**src/rtl/rca4_frame_accum.sv**
```systemverilog
// Frame accumulator behind the 4-bit ripple-carry adder: sums N_SAMPLES 5-bit results
// and presents each frame sum on a valid/ready output. Optional macro: ACC_SAT_EN (saturate).
module rca4_frame_accum #(
  parameter int N_SAMPLES = 8,
  parameter int ACC_W     = 8
) (
  input  logic             clk,
  input  logic             rst,
  input  logic             clr,
  input  logic             in_valid,
  output logic             in_ready,
  input  logic [3:0]       in_s,
  input  logic             in_cout,
  output logic             out_valid,
  input  logic             out_ready,
  output logic [ACC_W-1:0] out_sum,
  output logic             out_ovf
);

  localparam int CNT_W = $clog2(N_SAMPLES);

  typedef enum logic {ST_ACC, ST_HOLD} state_t;

  state_t             state_q, state_d;
  logic [ACC_W-1:0]   acc_q, acc_d;
  logic [CNT_W-1:0]   cnt_q, cnt_d;
  logic               ovf_q, ovf_d;
  logic [ACC_W-1:0]   out_sum_q, out_sum_d;
  logic               out_ovf_q, out_ovf_d;
  logic               out_valid_q, out_valid_d;

  logic [ACC_W-1:0]   operand;
  logic [ACC_W:0]     sum_ext;
  logic               ovf_acc;
  logic [ACC_W-1:0]   acc_new;
  logic               accept;

  // in_ready must drop the moment rst rises, so it looks at rst directly.
  assign in_ready  = (state_q == ST_ACC) && !rst;
  assign out_valid = out_valid_q;
  assign out_sum   = out_sum_q;
  assign out_ovf   = out_ovf_q;

  always_comb begin
    operand = ACC_W'({in_cout, in_s});
    sum_ext = {1'b0, acc_q} + {1'b0, operand};
    ovf_acc = ovf_q | sum_ext[ACC_W];
`ifdef ACC_SAT_EN
    // Once clamped, the accumulator stays at full scale until the frame ends.
    acc_new = ovf_acc ? {ACC_W{1'b1}} : sum_ext[ACC_W-1:0];
`else
    acc_new = sum_ext[ACC_W-1:0];
`endif
    accept = in_valid && in_ready;

    state_d     = state_q;
    acc_d       = acc_q;
    cnt_d       = cnt_q;
    ovf_d       = ovf_q;
    out_sum_d   = out_sum_q;
    out_ovf_d   = out_ovf_q;
    out_valid_d = out_valid_q;

    if (clr) begin
      state_d     = ST_ACC;
      acc_d       = '0;
      cnt_d       = '0;
      ovf_d       = 1'b0;
      out_valid_d = 1'b0;
    end else begin
      case (state_q)
        ST_ACC: begin
          if (accept) begin
            if (cnt_q == CNT_W'(N_SAMPLES - 1)) begin
              out_sum_d   = acc_new;
              out_ovf_d   = ovf_acc;
              out_valid_d = 1'b1;
              acc_d       = '0;
              cnt_d       = '0;
              ovf_d       = 1'b0;
              state_d     = ST_HOLD;
            end else begin
              acc_d = acc_new;
              cnt_d = cnt_q + CNT_W'(1);
              ovf_d = ovf_acc;
            end
          end
        end
        ST_HOLD: begin
          if (out_ready) begin
            out_valid_d = 1'b0;
            state_d     = ST_ACC;
          end
        end
        default: state_d = ST_ACC;
      endcase
    end
  end

  always_ff @(posedge clk or posedge rst) begin
    if (rst) begin
      state_q     <= ST_ACC;
      acc_q       <= '0;
      cnt_q       <= '0;
      ovf_q       <= 1'b0;
      out_sum_q   <= '0;
      out_ovf_q   <= 1'b0;
      out_valid_q <= 1'b0;
    end else begin
      state_q     <= state_d;
      acc_q       <= acc_d;
      cnt_q       <= cnt_d;
      ovf_q       <= ovf_d;
      out_sum_q   <= out_sum_d;
      out_ovf_q   <= out_ovf_d;
      out_valid_q <= out_valid_d;
    end
  end

endmodule

```
**config.mk**
```make
export PLATFORM = sky130hd
export DESIGN_NAME = rca4_frame_accum
export DESIGN_NICKNAME = d
export VERILOG_FILES = /design/src/rtl/rca4_frame_accum.sv
export SDC_FILE = /design/constraint.sdc
export NUM_CORES = 1
export LEC_CHECK = 0
export BUFFER_PORTS_ARGS = -buffer_cell sky130_fd_sc_hd__buf_4
export CAP_MARGIN = 0
export CORE_MARGIN = 3
export CORE_UTILIZATION = 58
export DETAILED_ROUTE_END_ITERATION = 6
export PLACE_DENSITY_LB_ADDON = 0.25
export SLEW_MARGIN = 20
export SYNTH_ARGS = -nofsm -noshare
export SYNTH_HDL_FRONTEND = slang
export SYNTH_SLANG_ARGS = --single-unit
export TNS_END_PERCENT = 20
```
**constraint.sdc**
```tcl
create_clock -name clk -period 5.21 [get_ports clk]
set_clock_uncertainty 0.2 [all_clocks]
set_input_delay 0.521 -clock clk [delete_from_list [all_inputs] [get_ports clk]]
set_output_delay 0.521 -clock clk [all_outputs]
set_load 0.005 [all_outputs]
```
After elaboration in Yosys (flattened, before gate mapping)
Cells that the tools add are included.
Widths: inputs -> output; s select.
{"block": "totals", "ff_bits": 23, "word_cells": 46, "output_inout_bits": 11, "inputBits": 10}
{"block": "op_classes", "bitwise_logic": 3, "muxes": 22, "eq_ne": 5, "n_addsub": 2, "reduce_logical": 7}
{"op": "$mux 8", "count": 4}
{"op": "$mux 1", "count": 12}
{"op": "$mux 3", "count": 4}
{"op": "$add 8x5->9", "count": 1}
{"op": "$ne 3x3->1 const B", "count": 2}
{"op": "$pmux 1 s2", "count": 2}
{"op": "$reduce_and 4->1", "count": 1}
{"op": "$add 3x1->3 const B", "count": 1}
{"op": "$eq 3x3->1 const B", "count": 1}
{"op": "$ne 3x2->1 const B", "count": 1}
{"op": "$reduce_and 3->1", "count": 1}
{"op": "$logic_and 1x1->1", "count": 2}
{"op": "$ne 2x2->1 const B", "count": 1}
{"op": "$not 1->1", "count": 2}
{"op": "$reduce_and 2->1", "count": 1}
{"op": "$reduce_bool 2->1", "count": 1}
{"op": "$logic_not 1->1", "count": 1}
{"op": "$or 1x1->1", "count": 1}

Logic depth before layout (Yosys ltp)
{"block": "depth", "word_depth": 6, "depth_mapped": 7, "ltp_nobuf": 6}

Least setup slack after synthesis
Ideal clock, no wire load.
{"block": "synth_timing", "path_type": "input port to flip-flop", "start": "in in_s[0]", "end": "reg out_ovf_q (netlist: out_ovf)", "path_buffers": 0, "required_ns": 4.876, "slack_ns": 2.939, "arrival_ns": 1.937, "path_stages": 6, "setup_time_ns": 0.134, "cell_sequence": "ha_1 > fa_1 > a21o_1 > a221o_1 > a31oi_1 > o21ai_0"}
{"block": "synth_between", "elab_chain_len": 2}
{"item": "start, declared", "line_no": "12", "rtl": "input logic [3:0] in_s,"}
{"item": "$add 8x5->9", "line_no": "46", "rtl": "sum_ext = {1'b0, acc_q} + {1'b0, operand};"}
{"item": "$or 1x1->1", "line_no": "47", "rtl": "ovf_acc = ovf_q | sum_ext[ACC_W];"}
{"item": "end signal, assigned", "line_no": "115", "rtl": "out_ovf_q <= out_ovf_d;"}
{"item": "end, declared", "line_no": "29", "rtl": "logic out_ovf_q, out_ovf_d;"}
Every way passes these cells.
A chain may end at the register's enable or synchronous reset.

Worst setup path after layout
{"block": "layout_timing", "start": "reg cnt_q[0]", "end": "reg out_sum_q[4] (netlist: out_sum[4])"}
{"block": "layout_between", "elab_chain_len": 2}
{"item": "start, declared", "line_no": "26", "rtl": "logic [CNT_W-1:0] cnt_q, cnt_d;"}
{"item": "start signal, assigned", "line_no": "112", "rtl": "cnt_q <= cnt_d;"}
{"item": "$eq 3x3->1", "line_no": "74", "rtl": "if (cnt_q == CNT_W'(N_SAMPLES - 1)) begin"}
{"item": "$reduce_and 4->1 (no line)"}
{"item": "end signal, assigned", "line_no": "114", "rtl": "out_sum_q <= out_sum_d;"}
{"item": "end, declared", "line_no": "28", "rtl": "logic [ACC_W-1:0] out_sum_q, out_sum_d;"}
Every way passes these cells.

==> metrics <==
Inst Count DP=160; DR iter-0 viols=17; setup violators final=0; Post-CTS Resized=0; Comb power frac=14.6%; crit end category=flip-flop; number of synthesized flops with an enable pin=0; Area after DPL=0.00139 mm²; post-layout util=76.3%; # Max-Cap Violations=0; clk root buf=clkbuf_4; Setup TNS=0 ns; CP Launch Type=flip-flop; cell area after synthesis=0.00122 mm²; ANT cells=0; Final Cycle Share=43.3%; final slew viol count=0; top post-synthesis cells by area=dfrtp_1 (47%), ha_1 (7.2%), nand2_1 (5.2%); Max stage delay on crit path=0.54 ns; Synth Register Bits=23; RSZ-0062 raised after global routing=no; critical path fanouts, max=8; die area=0.00269 mm²; Detail Route Antenna Nets=0; # port buffers=20; vias in the first global route=928; minimum clock period=2.26 ns; P_sw=0.0820 mW; Hold-fix buffers, CTS=0; gr usage total=19.9%; detailed-route DRC error count=0; Post-Layout Inst Area=0.00142 mm²; largest net degree at the start of global routing=24; Slowest-stage cell, CP=nor2_1; CTS tree=yes; drt first pass iters=4; Synth area leader=dfrtp_1; final cell count without fillers=164; worst skew pair latency=0.31 ns; post-synth top area share=47.2%; worst path required time=5.22 ns; Post-Syn Nets=136; die width=51.9 µm; internal cell power=0.230 mW; critical path arrival=2.26 ns; layout cells sized above 1=20.9%; detailed-route via count=1,016; Worst path most repeated cell=ha_1; Syn Area/Cell=10.3 µm²; Slew Limit Headroom=41.9%; Top FF cell, synth=dfrtp_1; # IOs=21; clock sink total=23; Nets=158; min-delay worst type=in2async; Post-CTS Setup Inserts=0; CTS Buf Count=3; f_max=443 MHz; Hold Vio Cnt, Final=0; Unique masters post-synth=36; run status=complete, no violations; worst path cell trace=ha_1, ha_1, nand4bb_1, nor2_1, mux2_2; gp weighted congestion=0.850; Net Sw Frac=26.3%; Post-DP HPWL=1.80 mm; CORE AREA=0.00186 mm²; Area Growth Syn to Fin=16.2%; Tightest Pin Transition=0.872 ns; Syn Inst Count=118; peak supply drop=0.000213 V; via/cell ratio=6.20; Seq pwr share=59.3%; grt ovf=0; FFs w/ async S/R, synth=100%; clk buf depth=2; # rows=15; first-pass GRT wire length=3.97 mm; Setup CP Type=reg2reg; Post-Route WL=2.43 mm; WL per Instance=14.8 µm; clock slew at reported path FFs=0.13 ns; die span in y=51.9 µm; CTS H-tree lvls=1; initial antenna violation count=0; Clock Power Share=26.1%; Ys Warns=0; leakage power=0.725 nW; Cell Pwr Density=220 mW/mm²; register area share after synthesis=47.2%; Initial Utilization=65.7%
[path summary, 6_finish.rpt]
check	startpoint	to	slack, ns	cells after the start
min in group clk	clr	state_q	0.23	2
worst max register to register	cnt_q[0]	out_sum[4]	2.95	5
max in group asynchronous	rst	acc_q[2]	4.11	2
worst min-delay path	rst	out_valid	0.18	2
worst min register to register	out_sum[1]	out_sum[1]	0.29	2
worst max-delay path	cnt_q[0]	out_sum[4]	2.95	5
[sequential cells by signal, summed over array words and instances, names as in the netlist]
signal     cells
cnt_q          3
acc_q          8
state_q        1
out_valid      1
ovf_q          1
out_sum        8
out_ovf        1
[final cells by class]
class	instances	area [µm²]
Tap cell	25	31.3
Clock inverter	1	5.00
Timing Repair Buffer	20	150
Multi-Input combinational cell	91	629
Inverter	1	3.75
Fill cell	127	440
Sequential cell	23	576
Clock buffer	3	22.5
[cell families (layout without fill, tap and decap cells)]
family	count (synthesis)	after routing	synth area share [%]
flip-flops	23	23	47.2
XOR/XNOR	3	3	2.15
AO/OA/AOI/OAI	34	34	19.3
AND/OR/NAND/NOR	44	44	19.5
buffers and inverters	4	25	1.23
adder cells (fa/ha/maj)	8	8	8.82
multiplexers	2	2	1.85
[power groups by stage]
stage          clock, mW  sequential, mW  combinational, mW
4_1_cts           0.0834           0.185             0.0453
5_1_grt           0.0903           0.186             0.0506
3_3_place_gp           0           0.188             0.0439
6_report          0.0816           0.185             0.0455
2_1_floorplan          0           0.188             0.0311
3_5_place_dp           0           0.189             0.0449
[per-layer routing]
metal | global-route usage, % | vias to the layer above | wire [µm]
met3 | 3.44 | 4 | 149
met4 | 9.17 | 0 | 27
met1 | 24.5 | 489 | 1100
li1 | - | 483 | -
met2 | 33.5 | 40 | 1150
met5 | 0 | - | 0
[placed cells by master (no fill, tap or decap), types with 4 or more instances in the layout]
| master | count |
|---|---|
| nor2_1 | 5 |
| a21oi_1 | 8 |
| nand2_1 | 17 |
| nand3_1 | 5 |
| buf_4 | 20 |
| a22o_1 | 6 |
| ha_1 | 7 |
| o21ai_0 | 4 |
| dfrtp_1 | 23 |
[metrics by stage]
step | hold slack, ns | power (mW) | setup WS [ns]
detailed placement | 0.265 | 0.233 | 2.73
global route | 0.230 | 0.327 | 2.82
floorplan | 0.263 | 0.219 | 2.94
global placement | 0.261 | 0.232 | 2.77
CTS | 0.215 | 0.314 | 2.97
finish | 0.181 | 0.312 | 2.95
[synth_stat cells, types with 2 or more instances]
master	number
nand2b_1	2
nand3_1	5
nand2_1	17
xnor2_1	2
or3_1	2
ha_1	7
a211o_1	2
a21oi_1	8
a31oi_1	2
a211oi_1	3
a21o_1	3
mux2_2	2
o211ai_1	2
o21ai_0	4
and3_1	2
clkbuf_1	3
a22o_1	6
nor2_1	5
dfrtp_1	23
nand4b_1	2
[critical path, delay by kind of cell (launching register included)]
kind / cells / cell delay, ns
AND/OR/NAND/NOR: 2 / 0.77
adder cells (fa/ha/maj): 2 / 0.38
multiplexers: 1 / 0.40
flip-flops: 1 / 0.40
Power figures use the tool's default switching activity.
